## src/rtl/dcntr.sv

```systemverilog
// Loadable down-counter / interval timer with a one-cycle terminal-count pulse.
// Optional feature macro: DCNTR_AUTORELOAD_EN (periodic reload instead of one-shot).
module dcntr #(
  parameter int COUNT_WIDTH = 4
) (
  input  logic                   clk,
  input  logic                   rst_n,
  input  logic                   start,
  input  logic [COUNT_WIDTH-1:0] load_val,
  input  logic                   en,
  input  logic                   abort,
  output logic [COUNT_WIDTH-1:0] count,
  output logic                   busy,
  output logic                   tc
);

  typedef enum logic {
    IDLE = 1'b0,
    RUN  = 1'b1
  } state_t;

  state_t                 r_state;
  logic [COUNT_WIDTH-1:0] r_count;
  logic                   r_busy;
  logic                   r_tc;
`ifdef DCNTR_AUTORELOAD_EN
  logic [COUNT_WIDTH-1:0] r_reload;
`endif

  logic w_load_zero;
  logic w_at_one;

  assign w_load_zero = (load_val == '0);
  assign w_at_one    = (r_count == COUNT_WIDTH'(1));

  always_ff @(posedge clk or negedge rst_n) begin
    if (!rst_n) begin
      r_state  <= IDLE;
      r_count  <= '0;
      r_busy   <= 1'b0;
      r_tc     <= 1'b0;
`ifdef DCNTR_AUTORELOAD_EN
      r_reload <= '0;
`endif
    end else begin
      r_tc <= 1'b0;
      case (r_state)
        IDLE: begin
          if (start) begin
            if (w_load_zero) begin
              // Zero-length interval: immediate terminal pulse, never enters RUN.
              r_tc <= 1'b1;
            end else begin
              r_count <= load_val;
              r_busy  <= 1'b1;
              r_state <= RUN;
`ifdef DCNTR_AUTORELOAD_EN
              r_reload <= load_val;
`endif
            end
          end
        end
        RUN: begin
          if (abort) begin
            r_count <= '0;
            r_busy  <= 1'b0;
            r_state <= IDLE;
          end else if (en) begin
            if (w_at_one) begin
              r_tc <= 1'b1;
`ifdef DCNTR_AUTORELOAD_EN
              r_count <= r_reload;
`else
              r_count <= '0;
              r_busy  <= 1'b0;
              r_state <= IDLE;
`endif
            end else begin
              r_count <= r_count - COUNT_WIDTH'(1);
            end
          end
        end
        default: begin
          r_state <= IDLE;
          r_count <= '0;
          r_busy  <= 1'b0;
        end
      endcase
    end
  end

  assign count = r_count;
  assign busy  = r_busy;
  assign tc    = r_tc;

endmodule

```

## config.mk

```make
export PLATFORM = sky130hd
export DESIGN_NAME = dcntr
export DESIGN_NICKNAME = d
export VERILOG_FILES = /design/src/rtl/dcntr.sv
export SDC_FILE = /design/constraint.sdc
export NUM_CORES = 1
export LEC_CHECK = 0
export CORE_AREA = 5 5 42 44
export CTS_CLUSTER_SIZE = 8
export DETAILED_ROUTE_END_ITERATION = 10
export DIE_AREA = 0 0 47 49
export PLACE_DENSITY = 0.68
export SLEW_MARGIN = 20
export SYNTH_ARGS = -nofsm -noshare
export SYNTH_HDL_FRONTEND = slang
export SYNTH_SLANG_ARGS = --single-unit
export TNS_END_PERCENT = 30
```

## constraint.sdc

```tcl
create_clock -name clk -period 1.3 [get_ports clk]
set_clock_uncertainty 0.05 [all_clocks]
set_input_delay 0.195 -clock clk [delete_from_list [all_inputs] [get_ports clk]]
set_output_delay 0.195 -clock clk [all_outputs]
set_load 0.02 [all_outputs]
```

* Yosys cells after proc, flatten, opt, wreduce, memory -nomap -nowiden *
Cells that the tools add are included.

storage, ports and cells
  bits in registers = 7
  output and inout port bits = 6
  logic and storage cells = 38
  input port bits = 9

cells by class
  muxes and demuxes = 24
  reduce and logical (&&, ||, !) cells = 3
  bitwise operators = 1
  equal/unequal tests = 5
  add/subtract/negate cells = 1

operator list
  kind                                               number
  two-way mux 4 bit                                  5
  two-way mux 1 bit                                  15
  case mux 4 bit (2 select lines)                    1
  case mux 1 bit (2 select lines)                    3
  == test 4 x 1 -> 1 bit (second input constant)     1
  zero test 4 bit                                    1
  != test 2 bit (second input constant)              2
  AND reduction 4 bit                                1
  subtractor 4 x 1 -> 4 bit (second input constant)  1
  != test 3 x 2 -> 1 bit (second input constant)     1
  != test 3 bit (second input constant)              1
  AND reduction 3 bit                                1
  NOT 1 bit                                          1

* Longest topological paths before layout *
Gate-level depths: netlist (run 1).

  depth in word-level cells = 5
  gate-level depth with buffers = 6
  depth with buffers taken out = 6

* Worst setup path before layout (run 1) *
No wires, ideal clock.

  path kind = register to register
  start = reg r_count[0], in the netlist count[0]
  end = reg r_count[1], in the netlist count[1]
  setup slack = -0.079 ns
  library setup time = 0.094 ns
  cell stages (with the launch flop) = 5
  arrival = 1.235 ns
  clock period less this slack = 1.379 ns
  data required time = 1.156 ns
  path through = dfrtp_1 -> inv_1 -> ha_1 -> a21o_1 -> a211oi_1

on the way
  word-level cells in the longest chain between the ends = 5

ends and longest elaborated chain
  element                                                                     line    text
  from (decl)                                                                 23      logic [COUNT_WIDTH-1:0] r_count;
  from (signal assigned)                                                      54      r_count <= load_val;
  from (signal assigned)                                                      79      r_count <= r_count - COUNT_WIDTH'(1);
  subtractor 4 x 1 -> 4 bit / == test 4 x 1 -> 1 bit (equally long branches)  79, 34
  two-way mux 4 bit *                                                         69      if (w_at_one) begin
  two-way mux 4 bit *                                                         68      end else if (en) begin
  two-way mux 4 bit *                                                         64      if (abort) begin
  case mux 4 bit (2 select lines) *                                           47      case (r_state)

Mark *: on every way between the ends. The rest lies on a longest branch, timed or not. The select of a mux whose other input is x is not followed.
A chain may end at the register's enable or synchronous reset.

* Final worst setup path (run 1) *
  start = reg r_count[1], in the netlist count[1]
  end = reg r_busy, in the netlist busy

on the way
  word-level cells in the longest chain between the ends = 3

ends and longest elaborated chain
  element                           line  text
  == test 4 x 1 -> 1 bit            34    assign w_at_one = (r_count == COUNT_WIDTH'(1));
  != test 3 x 2 -> 1 bit (no line)  n/a
  AND reduction 4 bit (no line)     n/a
  to (signal assigned)              40    r_busy <= 1'b0;
  to (signal assigned)              55    r_busy <= 1'b1;
  to (signal assigned)              66    r_busy <= 1'b0;
  to (decl)                         24    logic r_busy;

Every way passes these cells.

==> impl_metrics.tcl, run 1 <==
set metrics [dict create \
    yosys_warnings 0 \
    cp.required_ns 1.38 \
    r2r_cells 6 \
    hold_ws_ns 0.1485 \
    numCtsBuffers 3 \
    htree_num_levels 1 \
    holdCritPathClass "input pin to async pin" \
    routedWlPerCell_um 13.83 \
    slew_violations 0 \
    postRouteWirelength_mm 1.314 \
    vias 496 \
    design.die.area_mm2 0.002303 \
    synth_cells 46 \
    num_antenna_cells 0 \
    path_clk_slew_ns 0.06 \
    min_period_ns 1.292 \
    outcome "completed" \
    rows 14 \
    syn-cell-area_um2 449.2 \
    syn_to_final_growth_pct 81.89 \
    finalWeightedCongestion 0.8304 \
    grt_max_degree 8 \
    drtIter0Drc 4 \
    end_kind "register" \
    groute.usage.overall_pct 13.13 \
    instances_no_fill 95 \
    portBuffers 14 \
    ys_seq_area_share_pct 39.00 \
    ir_worst_vdd_mv 0.8535 \
    clock_path_buffers 2 \
    setup_violations 0 \
    fill_cells 135 \
    dp_worst_setup_slack_ns -0.4298 \
    post-route-drc-count 0 \
    nets 91 \
    path_max_fanout 3 \
    placed_cells 89 \
    critical_path_class "register to register" \
    hold_violations 0 \
    p_per_area_mw_per_mm2 1408 \
    cp-start-kind "register" \
    die_w_um 47 \
    fmax_mhz 773.9 \
    ys_ff_latch 7 \
    hpwl_um 954.3 \
    p_leak_nw 0.3910 \
    dr.pass1.iters 2 \
    viasPerCell 5.221 \
    cts_tree "done" \
    fin_util_pct 58.30 \
    tightest_slew_ns 0.3295 \
    relSlewSlack_pct 77.96 \
    antenna_found_initial 0 \
    fp.dieH_um 49 \
    rsz0062_at_grt "yes" \
    power_mw 1.150 \
    core_mm2 0.001401 \
    layout-drive-gt1-share_pct 45.57 \
    grt_pass1_wl_mm 2.159 \
    postRouteAntennaNets 0 \
    cap_viol_max_count 0 \
    holdBufCountCts 0 \
    period_share_pct 99.39 \
    arrival_ns 1.37 \
    ioPinCount 15 \
    insertion_delay_ns 0.26 \
    root_buffer "clkbuf_4" \
    cts_sinks 7 \
    setup_ws_ns 0.007884 \
    synth_area_per_cell_um2 9.765 \
    synth_fp_nets 57 \
    grt_pass1_vias 508 \
    start_util_pct 32.05 \
    grt_overflow 0 \
    synth_cell_types 26 \
]
-- layer usage --
metal	wire, µm	vias up	share of wire, %	track usage (%)
met5	0	-	0	0
met4	0	0	0	4.147
met3	69	0	5.3	6.642
met2	703	12	54	20.59
met1	541	243	41	15.09
li1	-	241	-	-
-- state kept, by name (all words and copies together) (netlist names) --
register / count
tc: 1
r_state: 1
count: 4
busy: 1
-- through the flow --
step	setup TNS, ns	instance area, µm²
2_1_floorplan	0	451.7
3_3_place_gp	-2.201	711.9
3_5_place_dp	-2.313	711.9
4_1_cts	-0.3054	740.7
5_1_grt	-0.1315	817.0
6_report	0	817.0
-- area by class of cell --
| cell class | count | area [µm²] | area share [%] |
|---|---|---|---|
| timing repair buffer | 30 | 256.5 | 31.39 |
| clock buffer | 4 | 26.28 | 3.216 |
| multi-input combinational | 35 | 321.6 | 39.36 |
| inverter | 3 | 13.76 | 1.685 |
| sequential | 7 | 178.9 | 21.90 |
| tap | 16 | 20.02 | 2.450 |
-- what timing repair did --
action / in CTS / in global routing
resized for setup: 11 / 21
setup buffers: 0 / 2
pin swaps: 0 / 4
endpoints found under the hold margin: 0 / 0
endpoints found under the setup margin: 12 / 7
-- layout by cell type (no fill, tap or decap), types with 2 or more instances in the layout --
cell type / synthesis / layout
buf_4: 0 / 16
dlygate4sd2_1: 0 / 7
dfrtp_1: 7 / 4
dlymetal6s2s_1: 0 / 4
o22ai_1: 3 / 3
clkbuf_4: 0 / 3
dfrtp_2: 0 / 3
nand2_1: 3 / 2
o21ai_2: 0 / 2
o21ai_1: 3 / 2
nor3_1: 2 / 2
nor2_1: 2 / 2
ha_4: 0 / 2
clkdlybuf4s50_1: 0 / 2
-- cell families (layout without fill, tap and decap cells) --
logic type / count (synthesis) / in the layout / share of synthesized area [%]
fa+ha+maj: 2 / 2 / 5.570
flops: 7 / 7 / 39.00
compound gates: 18 / 18 / 32.88
buf+inv: 4 / 37 / 3.620
simple gates: 14 / 14 / 16.99
xor+xnor: 1 / 1 / 1.950
-- worst max-delay path, stage by stage (launching register included) --
cell,delay [ns]
dfrtp_2,0.43
inv_4,0.09
ha_4,0.14
nand4bb_1,0.17
nor2b_4,0.18
nand2_1,0.06
o21ai_1,0.05
-- cell usage after synthesis --
master | count | area share [%]
o31ai_1 | 1 | 1.7
inv_1 | 3 | 2.5
nand2_1 | 3 | 2.5
a22o_1 | 1 | 2.0
nor3_1 | 2 | 2.2
nand2b_1 | 2 | 2.8
nor2b_1 | 2 | 2.8
dfrtp_1 | 7 | 39
nor2_1 | 2 | 1.7
xnor2_1 | 1 | 2.0
buf_2 | 1 | 1.1
o41ai_4 | 1 | 6.1
a21o_1 | 1 | 1.7
o21a_1 | 1 | 1.7
o21ai_1 | 3 | 3.3
nand4bb_1 | 1 | 2.5
a211oi_1 | 1 | 1.7
a21boi_0 | 1 | 1.7
o41ai_2 | 1 | 3.6
a22oi_1 | 1 | 1.7
ha_1 | 2 | 5.6
a31oi_1 | 1 | 1.4
nor4_1 | 1 | 1.4
o22ai_1 | 3 | 4.2
o21ai_0 | 2 | 2.2
nand3_1 | 1 | 1.1
-- power breakdown --
| part | switching [mW] | total (mW) | internal, mW | leakage [nW] |
|---|---|---|---|---|
| combinational | 0.294 | 0.604 | 0.310 | 0.294 |
| sequential | 0.0668 | 0.346 | 0.279 | 0.0818 |
| clock | 0.0823 | 0.200 | 0.117 | 0.0150 |
-- final timing paths --
| path | from | endpoint | slack [ns] |
|---|---|---|---|
| max in group asynchronous | rst_n | r_state | 0.77 |
| worst min register to register | busy | busy | 0.47 |
| worst min-delay path | rst_n | count[1] | 0.15 |
| worst max register to register | count[1] | busy | 0.008 |
| min in group clk | abort | r_state | 0.33 |
| worst max-delay path | count[1] | busy | 0.008 |
No activity file was read; power rests on OpenSTA's default activity.
==> run 2: changes to the inputs <==
Settings changed: SLEW_MARGIN 20 to not set.
==> results of run 2 <==
Same layout as run 1: the final DEF is identical, and so are final timing and power.
